<file path="src/rtl/mem_arbiter.sv">
// mem_arbiter: shares one RAM port between an instruction-fetch requester
// and a data-access requester, one access at a time.
//
// Data wins arbitration unless the instruction side has been passed over
// MAX_D_STREAK times in a row while waiting. A service stalled for TIMEOUT
// cycles without ACCESS is aborted (TIMEOUT=0 disables this). A RAM ERROR
// parks the block in ERRST until reset. err is sticky until RST.
//
// Ports:
//   CLK, RST                    clock (rising edge), synchronous active-high reset
//   iREN, iaddr                 instruction read request and address
//   iwait, iload                instruction wait (0 = data valid), read data
//   dREN, dWEN, daddr, dstore   data read/write request, address, write value
//   dwait, dload                data wait (0 = access done), read data
//   ramREN, ramWEN              RAM read and write enables
//   ramaddr, ramstore           RAM address and write data
//   ramload, ramstate           RAM read data; state 0 FREE, 1 BUSY, 2 ACCESS, 3 ERROR
//   err                         sticky error flag
//
// Optional build macro ARB_STATS_EN adds the completion counters
// igrants[31:0] and dgrants[31:0].
module mem_arbiter #(
  parameter int unsigned MAX_D_STREAK = 4,
  parameter int unsigned TIMEOUT      = 255
) (
  input  logic        CLK,
  input  logic        RST,
  input  logic        iREN,
  input  logic [31:0] iaddr,
  output logic        iwait,
  output logic [31:0] iload,
  input  logic        dREN,
  input  logic        dWEN,
  input  logic [31:0] daddr,
  input  logic [31:0] dstore,
  output logic        dwait,
  output logic [31:0] dload,
  output logic        ramREN,
  output logic        ramWEN,
  output logic [31:0] ramaddr,
  output logic [31:0] ramstore,
  input  logic [31:0] ramload,
  input  logic [1:0]  ramstate,
`ifdef ARB_STATS_EN
  output logic [31:0] igrants,
  output logic [31:0] dgrants,
`endif
  output logic        err
);

  typedef enum logic [1:0] {
    IDLE  = 2'd0,
    DSERV = 2'd1,
    ISERV = 2'd2,
    ERRST = 2'd3
  } state_t;

  localparam logic [1:0] RAM_ACCESS = 2'd2;
  localparam logic [1:0] RAM_ERROR  = 2'd3;
  localparam logic [3:0] STREAK_MAX = 4'(MAX_D_STREAK);
  localparam logic [7:0] TMO_LIM    = 8'(TIMEOUT);

  state_t      state_q, state_d, state_s;
  logic [3:0]  streak_q, streak_d;
  logic [7:0]  tmo_q, tmo_d;
  logic        err_q, err_d;
  logic        d_req_s, tmo_hit_s, i_done_s, d_done_s;
`ifdef ARB_STATS_EN
  logic [31:0] igrants_q, igrants_d, dgrants_q, dgrants_d;
`endif

  // While RST is high the outputs must already show reset values, so decode
  // as IDLE regardless of the (possibly stale) state register.
  assign state_s   = RST ? IDLE : state_q;
  assign d_req_s   = dREN | dWEN;
  // tmo holds the number of cycles spent in the current service, including
  // the present one, so the abort lands on exactly the TIMEOUT-th cycle.
  assign tmo_hit_s = (TMO_LIM != 8'd0) && (tmo_q == TMO_LIM);

  // Next-state, counters and the combinational RAM/requester outputs.
  always_comb begin
    state_d  = state_s;
    streak_d = streak_q;
    tmo_d    = tmo_q;
    err_d    = err_q;
    iwait    = 1'b1;
    dwait    = 1'b1;
    iload    = 32'd0;
    dload    = 32'd0;
    ramREN   = 1'b0;
    ramWEN   = 1'b0;
    ramaddr  = 32'd0;
    ramstore = 32'd0;
    i_done_s = 1'b0;
    d_done_s = 1'b0;
    case (state_s)
      IDLE: begin
        tmo_d    = 8'd0;
        streak_d = iREN ? streak_q : 4'd0;
        if (d_req_s && !(iREN && (streak_q == STREAK_MAX))) begin
          state_d = DSERV;
          tmo_d   = 8'd1;
        end else if (iREN) begin
          state_d = ISERV;
          tmo_d   = 8'd1;
        end else begin
          state_d = IDLE;
        end
      end
      DSERV: begin
        if (!d_req_s) begin
          // Requester withdrew: release the RAM, no completion.
          state_d = IDLE;
        end else begin
          ramaddr  = daddr;
          ramstore = dstore;
          ramWEN   = dWEN;
          ramREN   = ~dWEN;
          if (ramstate == RAM_ACCESS) begin
            dwait    = 1'b0;
            dload    = ramload;
            d_done_s = 1'b1;
            state_d  = IDLE;
            if (iREN) begin
              streak_d = (streak_q >= STREAK_MAX) ? STREAK_MAX : streak_q + 4'd1;
            end else begin
              streak_d = streak_q;
            end
          end else if (ramstate == RAM_ERROR) begin
            state_d = ERRST;
            err_d   = 1'b1;
          end else if (tmo_hit_s) begin
            state_d = IDLE;
            err_d   = 1'b1;
          end else begin
            tmo_d = (tmo_q == 8'hFF) ? tmo_q : tmo_q + 8'd1;
          end
        end
      end
      ISERV: begin
        if (!iREN) begin
          state_d = IDLE;
        end else begin
          ramaddr = iaddr;
          ramREN  = 1'b1;
          if (ramstate == RAM_ACCESS) begin
            iwait    = 1'b0;
            iload    = ramload;
            i_done_s = 1'b1;
            streak_d = 4'd0;
            state_d  = IDLE;
          end else if (ramstate == RAM_ERROR) begin
            state_d = ERRST;
            err_d   = 1'b1;
          end else if (tmo_hit_s) begin
            state_d = IDLE;
            err_d   = 1'b1;
          end else begin
            tmo_d = (tmo_q == 8'hFF) ? tmo_q : tmo_q + 8'd1;
          end
        end
      end
      ERRST: begin
        state_d = ERRST;
      end
      default: begin
        state_d = IDLE;
      end
    endcase
  end

`ifdef ARB_STATS_EN
  // Completion counters wrap naturally at 2^32.
  always_comb begin
    igrants_d = i_done_s ? igrants_q + 32'd1 : igrants_q;
    dgrants_d = d_done_s ? dgrants_q + 32'd1 : dgrants_q;
  end

  assign igrants = igrants_q;
  assign dgrants = dgrants_q;
`endif

  // State and counter registers with synchronous reset.
  always_ff @(posedge CLK) begin
    if (RST) begin
      state_q   <= IDLE;
      streak_q  <= 4'd0;
      tmo_q     <= 8'd0;
      err_q     <= 1'b0;
`ifdef ARB_STATS_EN
      igrants_q <= 32'd0;
      dgrants_q <= 32'd0;
`endif
    end else begin
      state_q   <= state_d;
      streak_q  <= streak_d;
      tmo_q     <= tmo_d;
      err_q     <= err_d;
`ifdef ARB_STATS_EN
      igrants_q <= igrants_d;
      dgrants_q <= dgrants_d;
`endif
    end
  end

  assign err = err_q;

endmodule

</file>
<file path="config.mk">
export PLATFORM = sky130hd
export DESIGN_NAME = mem_arbiter
export DESIGN_NICKNAME = d
export VERILOG_FILES = /design/src/rtl/mem_arbiter.sv
export SDC_FILE = /design/constraint.sdc
export NUM_CORES = 1
export LEC_CHECK = 0
export ABC_AREA = 0
export BUFFER_PORTS_ARGS = -buffer_cell sky130_fd_sc_hd__buf_2
export CAP_MARGIN = 10
export CORE_AREA = 2 2 103 105
export DETAILED_ROUTE_END_ITERATION = 10
export DIE_AREA = 0 0 105 107
export SLEW_MARGIN = 25
export SYNTH_ARGS = -nofsm -noshare
export SYNTH_HDL_FRONTEND = slang
export SYNTH_SLANG_ARGS = --single-unit
</file>
<file path="constraint.sdc">
create_clock -name CLK -period 2 [get_ports CLK]
set_input_delay 0 -clock CLK [delete_from_list [all_inputs] [get_ports CLK]]
set_output_delay 0 -clock CLK [all_outputs]
set_load 0.005 [all_outputs]
</file>
==> flow_summary.ini <==
[grt]
grt_pass1_vias = 3044
antenna_found_initial = 1
grt_first_pass_wirelength_um = 16400
grt_usage = 0.183
grt_max_degree = 47
overflow = 0

[clock_tree]
clkTransAtPathRegs_ns = 0.06
cts-root-buf = clkbuf_8
ctsHtreeMaxLevel = 1
clk_latency_ns = 0.25
clockBufferDepth = 2
cts_tree = built
numCtsBuffers = 3
clock-sinks = 15

[run_status]
status = completed

[final_layout]
stdcell_count = 708
drive_gt1_frac = 0.531
fill_cells = 1108
finalNetCount = 714
syn2layout_area_growth_pct = 76.0

[sta]
hold_slack_ns = 0.0410
slew_viol_final = 0
rsz0062_at_grt = yes
setup_ws_ns = 0.0374
timing.slew.headroom = 0.779
finalSetupTns_ns = 0
hold_viol = 0
min_period_ns = 1.96
fin_worst_skew_ns = 0.00185
post-route-period-util = 0.981
setup_viol = 0
clock.fmax_mhz = 510
worst_pin_slew_ns = 0.328

[place]
pre_cts_ws_ns = 0.0398
dp.cells = 700
portBuffers = 267
hpwl_um = 9510
gp_congestion = 0.870

[synth]
synth_area_per_cell_um2 = 7.03
ys_top_cells_by_count = and2_1 (69), and3_1 (35), nor2b_1 (33), a22oi_1 (32), clkbuf_1 (22)
yosysTopAreaCell = and2_1
yosysSeqAreaShare = 0.137
synth_xor_area_frac = 0
synth_top_family_by_area = simple AND/OR/NAND/NOR gates
synth.net_count = 455
synth_cell_types = 48
synth_area_leaders = and2_1 (20%), dfxtp_1 (14%), a22oi_1 (11%)
synth_edf_count = 0
synth_fa_ha_area_frac = 0.0398
synth_area_um2 = 2200
syn_inst = 313
synth_compound_area_frac = 0.219
synth_ff_type = dfxtp_1
yosysTopAreaCellShare = 0.196
yosys_warnings = 0
synth_simple_gate_area_share = 0.518
async_flop_share = 0
synth_seq_cells = 15
yosysMostFrequentCell = and2_1
yosys-mux-area-fraction = 0.0137

[setup_path]
r2r-end = tmo_q[4]$_SDFFE_PP0P_
path_max_fanout = 23
crit_type = reg2out
endpoint_kind = primary output
crit_required_ns = 2.00
r2r-start = state_q[0]$_SDFF_PP0_
regToRegSetupSlack_ns = 0.07
r2r.worst_path.cells = 7
arrival_ns = 1.96
worstSetupStartpointType = flip-flop

[detailed_routing]
route.detailed.drc = 0
routedWlPerCell_um = 16.6
via_count = 3363
avgViaCountPerCell = 4.75
met3_length_um = 1260
wl_met2_um = 5470
dr.pass1.iters = 5
antenna_left = 0
drt_iter0_drc = 216
wl_um = 11800
wl_met1_um = 4910
highest_layer = met4

[floorplan]
die_y_um = 107
die_w_um = 105
core_um2 = 10100
pin_count = 268
rows = 37
start_util = 0.218
die_area_um2 = 11200

[power_and_ir_drop]
ir_drop_mv = 0.123
power_density_nw_per_um2 = 258
leakage_uw = 0.00221

[min_path]
hold_path_class = in2reg
hold_path_startpoint = RST
hold-path-endpoint = tmo_q[0]$_SDFFE_PP0P_
hold_depth = 2

[run]
max-cap-violations = 0
-- flip-flops by register name, summed over array words and instances, names as in the netlist --
name and count:
err 1, state_q 2, streak_q 4, tmo_q 8
-- cells by family (layout without fill, tap and decap cells) --
logic type	Yosys count	after routing
compound gates	64	64
fa+ha+maj	7	7
buf+inv	39	297
flops	15	15
mux	3	3
other cells	0	1
simple gates	185	185
-- worst max path at each step --
stage	startpoint	end	slack [ns]	cells after the start
global placement	state_q[1]$_SDFF_PP0_	tmo_q[5]$_SDFFE_PP0P_	0.13	7
detailed placement	state_q[1]$_SDFF_PP0_	tmo_q[7]$_SDFFE_PP0P_	0.04	7
CTS	state_q[0]$_SDFF_PP0_	ramstore[1]	0.007	9
floorplan	state_q[0]$_SDFF_PP0_	tmo_q[4]$_SDFFE_PP0P_	0.18	8
global route	state_q[0]$_SDFF_PP0_	ramaddr[1]	-0.05	10
finish	state_q[0]$_SDFF_PP0_	ramstore[1]	0.04	9
-- power breakdown --
group | leakage, uW | internal [uW] | switching, uW
logic | 0.00207 | 227 | 211
registers | 0.000122 | 307 | 5.20
clock network | 0.0000228 | 141 | 106
total | 0.00221 | 675 | 322
-- worst max-delay path, cell delays in order (launching register included) --
cell and delay [ns]:
dfxtp_1 0.31, nand2b_1 0.11, inv_1 0.10, ha_1 0.17, buf_4 0.14, nor2b_4 0.20
buf_12 0.18, buf_4 0.16, and2_2 0.20, buf_2 0.13
-- layout make-up --
class | instances | area, um2 | share of cell area
multi-input cells | 259 | 1790 | 0.463
repair buffers | 282 | 1520 | 0.393
flip-flops and latches | 15 | 300 | 0.0776
well taps | 136 | 170 | 0.0440
clock buffers | 4 | 45.0 | 0.0116
inverters | 11 | 41.3 | 0.0107
diodes | 1 | 2.50 | 0.000646
-- routing by layer --
layer | track usage | up-vias
li1 | - | 1624
met1 | 0.247 | 1543
met2 | 0.295 | 188
met3 | 0.0511 | 8
met4 | 0.0295 | 0
met5 | 0 | -
-- cell usage in the layout (no fill, tap or decap), types with 2 or more instances in the layout --
master     count
buf_2        267
and2_1        62
and3_1        35
nor2b_1       31
a22oi_1       30
dfxtp_1       15
inv_1         10
buf_4          9
nand2_1        8
nor2_1         7
ha_1           7
and2_4         6
nand3_1        6
nand2b_1       5
o21ai_0        4
or4_1          4
o31ai_1        4
nand4_1        3
nor4_1         3
a21oi_1        3
a21boi_1       3
mux2i_1        3
clkbuf_8       3
a22oi_2        2
o21a_1         2
nor3_1         2
o22ai_1        2
nor3b_1        2
a311o_1        2
clkbuf_16      2
buf_12         2
-- metrics by stage --
step / util / area, um2 / power, uW
after floorplan: - / 2200 / 492
after global placement: 0.368 / 3710 / 723
after detailed placement: 0.368 / 3710 / 729
after CTS: 0.372 / 3760 / 982
after global routing: 0.383 / 3870 / 1070
final: 0.384 / 3870 / 997
-- what timing repair did --
| item | CTS | global route |
|---|---|---|
| pin swaps | 0 | 0 |
| setup endpoints to repair | 1 | 30 |
| cloned | 0 | 2 |
| hold buffers | 0 | 0 |
| setup buffers | 0 | 1 |
| resized for setup | 1 | 15 |
No activity file was read; power rests on OpenSTA's default activity.
